==> config.mk <==
export PLATFORM = sky130hd
export DESIGN_NAME = muldiv_unit
export DESIGN_NICKNAME = d
export VERILOG_FILES = /design/src/rtl/muldiv_pkg.sv /design/src/rtl/muldiv_unit.sv
export SDC_FILE = /design/constraint.sdc
export NUM_CORES = 1
export LEC_CHECK = 0
export ABC_AREA = 1
export BUFFER_PORTS_ARGS = -buffer_cell sky130_fd_sc_hd__buf_2
export CORE_MARGIN = 5
export CORE_UTILIZATION = 46
export DETAILED_ROUTE_END_ITERATION = 7
export GPL_TIMING_DRIVEN = 0
export PLACE_DENSITY = 0.6
export SLEW_MARGIN = 25
export SYNTH_ARGS = -nofsm -noshare
export SYNTH_HDL_FRONTEND = slang
export SYNTH_SLANG_ARGS = --single-unit
==> constraint.sdc <==
create_clock -name clk -period 6.1 [get_ports clk]
set_input_delay 0.915 -clock clk [delete_from_list [all_inputs] [get_ports clk]]
set_output_delay 0.915 -clock clk [all_outputs]
set_load 0.005 [all_outputs]
==> src/rtl/muldiv_pkg.sv <==
// Shared definitions for the iterative multiply/divide unit.
// Contents: RV32M funct3 op encodings, FSM state encoding, default operand width.
// No logic; imported by muldiv_unit.
package muldiv_pkg;

  localparam int XLEN_DEFAULT = 32;

  typedef enum logic [2:0] {
    OP_MUL    = 3'd0,
    OP_MULH   = 3'd1,
    OP_MULHSU = 3'd2,
    OP_MULHU  = 3'd3,
    OP_DIV    = 3'd4,
    OP_DIVU   = 3'd5,
    OP_REM    = 3'd6,
    OP_REMU   = 3'd7
  } op_e;

  typedef enum logic [1:0] {
    S_IDLE = 2'd0,
    S_BUSY = 2'd1,
    S_DONE = 2'd2
  } state_e;

endpackage

==> src/rtl/muldiv_unit.sv <==
// Iterative RV32M multiply/divide: shift-add multiply, restoring divide, one bit per cycle.
// Latency: result valid XLEN+1 cycles after accept; div-by-zero / signed overflow in 1 cycle.
// Backpressure: result held in DONE until out_ready; in_ready only in IDLE (one bubble between ops).
// Ports: clk, rst_n (sync, active-low), flush; in_valid/in_ready with op, a, b;
//        out_valid/out_ready with result, div_zero.
module muldiv_unit
  import muldiv_pkg::*;
#(
  parameter int XLEN = XLEN_DEFAULT
) (
  input  logic            clk,
  input  logic            rst_n,
  input  logic            flush,
  input  logic            in_valid,
  output logic            in_ready,
  input  logic [2:0]      op,
  input  logic [XLEN-1:0] a,
  input  logic [XLEN-1:0] b,
  output logic            out_valid,
  input  logic            out_ready,
  output logic [XLEN-1:0] result,
  output logic            div_zero
);

  localparam int CNT_W = $clog2(XLEN) + 1;
  localparam logic [XLEN-1:0] MOST_NEG = {1'b1, {(XLEN-1){1'b0}}};

  state_e           state, state_next;
  op_e              op_in, op_q;
  logic             neg_q, neg_r;   // quotient/product sign, remainder sign
  logic [CNT_W-1:0] cnt;
  // Multiply: hi:lo is the product, lo starts as the multiplier, opnd is the multiplicand.
  // Divide:   hi is the partial remainder, lo shifts dividend out / quotient in, opnd is the divisor.
  logic [XLEN-1:0]  hi, lo, opnd;

  assign op_in     = op_e'(op);
  assign in_ready  = (state == S_IDLE) && rst_n;
  assign out_valid = (state == S_DONE);

  // ---- accept-time operand conditioning and fast path ----
  logic            a_sgn, b_sgn, a_neg, b_neg, fast, fast_dz;
  logic [XLEN-1:0] a_mag, b_mag, fast_res;

  always_comb begin
    a_sgn    = op_in inside {OP_MUL, OP_MULH, OP_MULHSU, OP_DIV, OP_REM};
    b_sgn    = op_in inside {OP_MUL, OP_MULH, OP_DIV, OP_REM};
    a_neg    = a_sgn && a[XLEN-1];
    b_neg    = b_sgn && b[XLEN-1];
    a_mag    = a_neg ? -a : a;
    b_mag    = b_neg ? -b : b;
    fast     = 1'b0;
    fast_dz  = 1'b0;
    fast_res = '0;
    if (op_in[2] && (b == '0)) begin
      fast     = 1'b1;
      fast_dz  = 1'b1;
      fast_res = op_in[1] ? a : '1;
    end else if ((op_in == OP_DIV || op_in == OP_REM) && (a == MOST_NEG) && (b == '1)) begin
      fast     = 1'b1;
      fast_res = op_in[1] ? '0 : a;
    end
  end

  // ---- one iteration step ----
  logic [XLEN:0]     mul_sum, rem_sh, div_diff;
  logic [XLEN-1:0]   mul_hi_n, mul_lo_n, div_rem_n, div_quo_n, step_hi, step_lo, final_res;
  logic [2*XLEN-1:0] prod_full, prod_fix;
  logic              div_ge;

  always_comb begin
    mul_sum   = {1'b0, hi} + {1'b0, (lo[0] ? opnd : '0)};
    mul_hi_n  = mul_sum[XLEN:1];
    mul_lo_n  = {mul_sum[0], lo[XLEN-1:1]};
    rem_sh    = {hi, lo[XLEN-1]};
    div_diff  = rem_sh - {1'b0, opnd};
    div_ge    = !div_diff[XLEN];   // no borrow: shifted remainder >= divisor
    div_rem_n = div_ge ? div_diff[XLEN-1:0] : rem_sh[XLEN-1:0];
    div_quo_n = {lo[XLEN-2:0], div_ge};
    step_hi   = op_q[2] ? div_rem_n : mul_hi_n;
    step_lo   = op_q[2] ? div_quo_n : mul_lo_n;
    // Negate the full double-width product so the high half is correct for signed ops.
    prod_full = {mul_hi_n, mul_lo_n};
    prod_fix  = neg_q ? -prod_full : prod_full;
    unique case (op_q)
      OP_MUL:                        final_res = prod_fix[XLEN-1:0];
      OP_MULH, OP_MULHSU, OP_MULHU:  final_res = prod_fix[2*XLEN-1:XLEN];
      OP_DIV, OP_DIVU:               final_res = neg_q ? -div_quo_n : div_quo_n;
      default:                       final_res = neg_r ? -div_rem_n : div_rem_n;
    endcase
  end

  // ---- FSM ----
  always_ff @(posedge clk) begin
    if (!rst_n) state <= S_IDLE;
    else        state <= state_next;
  end

  always_comb begin
    state_next = state;
    unique case (state)
      S_IDLE:  if (in_valid) state_next = fast ? S_DONE : S_BUSY;
      S_BUSY:  if (cnt == CNT_W'(1)) state_next = S_DONE;
      S_DONE:  if (out_ready) state_next = S_IDLE;
      default: state_next = S_IDLE;
    endcase
    // Abort wins over everything, including a same-cycle accept.
    if (flush) state_next = S_IDLE;
  end

  // ---- datapath registers ----
  always_ff @(posedge clk) begin
    if (!rst_n) begin
      op_q     <= OP_MUL;
      neg_q    <= 1'b0;
      neg_r    <= 1'b0;
      cnt      <= '0;
      hi       <= '0;
      lo       <= '0;
      opnd     <= '0;
      result   <= '0;
      div_zero <= 1'b0;
    end else if (!flush) begin
      if (state == S_IDLE && in_valid) begin
        op_q  <= op_in;
        neg_q <= a_neg ^ b_neg;
        neg_r <= a_neg;
        cnt   <= CNT_W'(XLEN);
        hi    <= '0;
        lo    <= op_in[2] ? a_mag : b_mag;
        opnd  <= op_in[2] ? b_mag : a_mag;
        if (fast) begin
          result   <= fast_res;
          div_zero <= fast_dz;
        end
      end else if (state == S_BUSY) begin
        hi  <= step_hi;
        lo  <= step_lo;
        cnt <= cnt - CNT_W'(1);
        if (cnt == CNT_W'(1)) begin
          result   <= final_res;
          div_zero <= 1'b0;
        end
      end
    end
  end

endmodule

==> out/qor.txt <==
fillers: 4,403
Sw Ratio: 0.4897
worst-margin pin slew: 1042 ps
core area: 40,650 um^2
vias in the first global route: 22,553
wire per inst: 23.39 um
Mapped Cells: 3,508
Port Buf Inserts: 105
Detailed Place HPWL: 82,050 um
status: finished with violations
Synth Warn #: 0
post-synthesis async set-or-reset flop share: 0
Clock Tree Buf Depth: 2
post-synthesis mux area share: 0
Mapped Area: 18,810 um^2
initial antenna violation count: 5
clock share of power: 0.256
IO Pins: 107
kind of start point of the critical path: flop
Seq pwr share: 0.256
fin area: 20,590 um^2
routed wire length: 97,790 um
LEAKAGE: 10.78 nW
power per cell area: 201.0 nW/um^2
Non-Filler Instances: 4,180
# setup viols final: 0
reg-to-reg slack, setup: 280 ps
worst hold slack: 504.7 ps
reg-to-reg endpoint: result[24]$_SDFFE_PN0P_
share of cells above drive strength 1: 0.06010
Critical Path AT: 6220 ps
Hold Path End: cnt[3]$_SDFFE_PN0P_
Layout area overhead: 9.486%
distinct cell type count after synthesis: 60
final worst path period share: 0.9547
unrepaired setup endpoints after global routing: no
FF-to-FF Start: lo[31]$_SDFFE_PN0P_
number of H-tree levels: 4
hold depth: 2
final hold vios: 0
via-per-instance ratio: 6.033
CTS root buffer: clkbuf_16
die height: 212.2 um
max-slew violations: 0
Logic pwr share: 0.488
Initial Utilization: 0.4627
DRT Pass-1 Iters: 8
hold path start: cnt[3]$_SDFFE_PN0P_
largest family of logic cells by synthesized area: simple AND/OR/NAND/NOR gates
slew margin rel.: 0.3055
xor/xnor share of the synthesized area: 0.04051
Achievable Freq: 0.1717 GHz
post-synthesis adder-cell area fraction: 0.05003
GP Congestion: 1.098
reg2reg path depth: 24
Avg Cell Area, Syn: 5.361 um^2
syn_nets: 3,654
Internal Power: 0.002112 W
cell taking the most area after synthesis: nand2_1
CP endpoint kind: flop
placed cell area: 20,000 um^2
clk_skew: 12.07 ps
CTS hold repair buffers: 0
Crit Path Max Fanout: 10
Top FF cell, synth: dfxtp_1
clock-pin slew on the worst setup and hold paths: 70 ps
DRT iter0 DRCs: 3,946
worst vdd ir: 135.6 uV
total net switching power: 0.002028 W
Post-route DRC: 1
WS Path Type: flop to flop
post-CTS setup buffer count: 0
Min Clock Period, post-route: 5824 ps
largest net degree at the start of global routing: 17
failing checks: DRC
max-cap viol count: 0
global-route wire length before repair: 140,000 um
post-route setup TNS: 0 ps
Routed Antenna Nets: 0
Pwr Total: 0.004140 W
CTS tree: done
Synth Area in Compound Gates: 0.2069
post-CTS sizing: 0
worst hold path type: flop to flop
post-synth top area share: 0.2137
most area-consuming cells after synthesis: nand2_1, dfxtp_1, inv_1, nor2_1, nand3_1
num rows: 74
grt ovf: 0
# placed instances: 4,145
cts bufs inserted: 17
simple-gate share of the synthesized area: 0.4140
GR Util All Layers: 0.4134
Crit path required time: 6490 ps
fin nets: 3,778
DIE AREA: 45,030 um^2
Sinks on Clock Net: 142
register area share after synthesis: 0.1511
number of flops mapped to enable cells by yosys: 0
number of synthesized register bits: 142
worst skew pair latency: 450 ps
die width: 212.2 um
vias after detailed routing: 25,218
[final cells by class]
cell class | count | area (um^2) | area share
Timing Repair Buffer | 105 | 525.5 | 0.02552
Clock buffer | 17 | 425.4 | 0.02066
Tap cell | 532 | 665.6 | 0.03232
Inverter | 539 | 2023 | 0.09825
Clock inverter | 14 | 150.1 | 0.007291
Multi-Input combinational cell | 2697 | 13390 | 0.6501
Sequential cell | 142 | 2843 | 0.1380
Antenna cell | 4 | 10.01 | 0.0004861
Buffer | 130 | 561.8 | 0.02728
[power by group through the flow]
stage	Clock (W)	Combinational (W)	Sequential, W
3_5_place_dp	0	0.00193	0.00107
6_report	0.00106	0.00202	0.00106
4_1_cts	0.00104	0.00194	0.00105
2_1_floorplan	0	0.00129	0.00103
3_3_place_gp	0	0.00191	0.00107
5_1_grt	0.00109	0.00218	0.00106
[synthesized netlist by cell type, types with 6 or more instances]
library cell  count
o21ai_2           7
dfxtp_1         142
xnor2_1          13
o22ai_1          11
xor2_1           74
nor4_1           17
clkinv_1          6
nand3_1         242
nand4_1          61
nand2_2          18
a22oi_1           7
buf_2             8
clkbuf_1        100
o21ai_1           7
a221oi_1         13
nand2_1        1071
or2_2            12
o211ai_1         68
a21o_1            6
nor2_2            6
nand3b_1         13
inv_1           528
o21ai_0         241
buf_1            13
a31oi_1          35
nor2_1          344
buf_6             6
ha_1             72
o21bai_1         12
o221ai_1          8
a21oi_1         232
nor3_1           54
[registers in the layout, summed over array words and instances (netlist names)]
| name | cells |
|---|---|
| result | 32 |
| opnd | 32 |
| neg_r | 1 |
| hi | 32 |
| neg_q | 1 |
| cnt | 6 |
| lo | 32 |
| div_zero | 1 |
| op_q | 3 |
| state | 2 |
[worst max-delay path by stage]
stage | cells after the start | slack [ps] | startpoint | to
finish | 24 | 280 | lo[31]$_SDFFE_PN0P_ | result[24]$_SDFFE_PN0P_
CTS | 23 | 310 | lo[31]$_SDFFE_PN0P_ | result[2]$_SDFFE_PN0P_
floorplan | 24 | 2360 | lo[31]$_SDFFE_PN0P_ | result[2]$_SDFFE_PN0P_
global placement | 24 | 440 | lo[31]$_SDFFE_PN0P_ | result[2]$_SDFFE_PN0P_
detailed placement | 23 | 320 | lo[31]$_SDFFE_PN0P_ | result[2]$_SDFFE_PN0P_
global route | 25 | 80 | lo[31]$_SDFFE_PN0P_ | result[22]$_SDFFE_PN0P_
[cell families (layout without fill, tap and decap cells)]
logic type      count (synthesis)  after routing
simple gates                 1858           1858
xor+xnor                       87             87
buf+inv                       669            805
fa+ha+maj                      74             74
compound gates                678            678
other cells                     0              4
flops                         142            142
[per-stage QoR]
stage                     setup slack (ps)    util
after floorplan                       2363       -
after global placement               445.0  0.4920
after detailed placement             317.1  0.4920
after CTS                            310.4  0.5062
after global routing                 78.05  0.5064
final                                276.4  0.5066
[worst max-delay path: stages (launching register included)]
cell	delay, ps
dfxtp_1	600
inv_1	300
ha_1	340
inv_1	180
fa_1	240
nand2_1	80
nand2_1	110
nand3_1	100
nand2_2	120
nand2_1	70
nand2_2	120
nand2_2	110
nand3_1	200
nand2_4	140
buf_6	180
buf_6	160
ha_1	280
nor2_1	570
inv_1	210
clkbuf_1	350
a211oi_1	320
nor3_1	80
a21oi_1	510
nand2_1	220
a21oi_2	150
[per-layer routing]
layer / GRT usage / vias up / share of wire
met5: 0 / - / 0.00028
met2: 0.5974 / 1775 / 0.40
li1: - / 11651 / -
met1: 0.5504 / 11440 / 0.39
met3: 0.1080 / 348 / 0.13
met4: 0.2506 / 4 / 0.075
[placed cells by master, fill, tap and decap left out, drive strengths merged, types with 2 or more instances in the layout]
| cell type | count |
|---|---|
| a211oi | 4 |
| a21o | 6 |
| a21oi | 237 |
| a221oi | 13 |
| a22oi | 7 |
| a31oi | 35 |
| and2 | 2 |
| buf | 135 |
| clkbuf | 117 |
| clkinv | 9 |
| clkinvlp | 2 |
| dfxtp | 142 |
| diode | 4 |
| fa | 2 |
| ha | 72 |
| inv | 541 |
| nand2 | 1093 |
| nand3 | 244 |
| nand3b | 13 |
| nand4 | 61 |
| nor2 | 352 |
| nor3 | 56 |
| nor3b | 3 |
| nor4 | 17 |
| o2111ai | 5 |
| o211ai | 68 |
| o21a | 3 |
| o21ai | 255 |
| o21bai | 12 |
| o221ai | 8 |
| o22ai | 11 |
| o31ai | 5 |
| o41ai | 3 |
| or2 | 15 |
| xnor2 | 13 |
| xor2 | 74 |
Note: power is estimated with default switching activity, not from simulation.
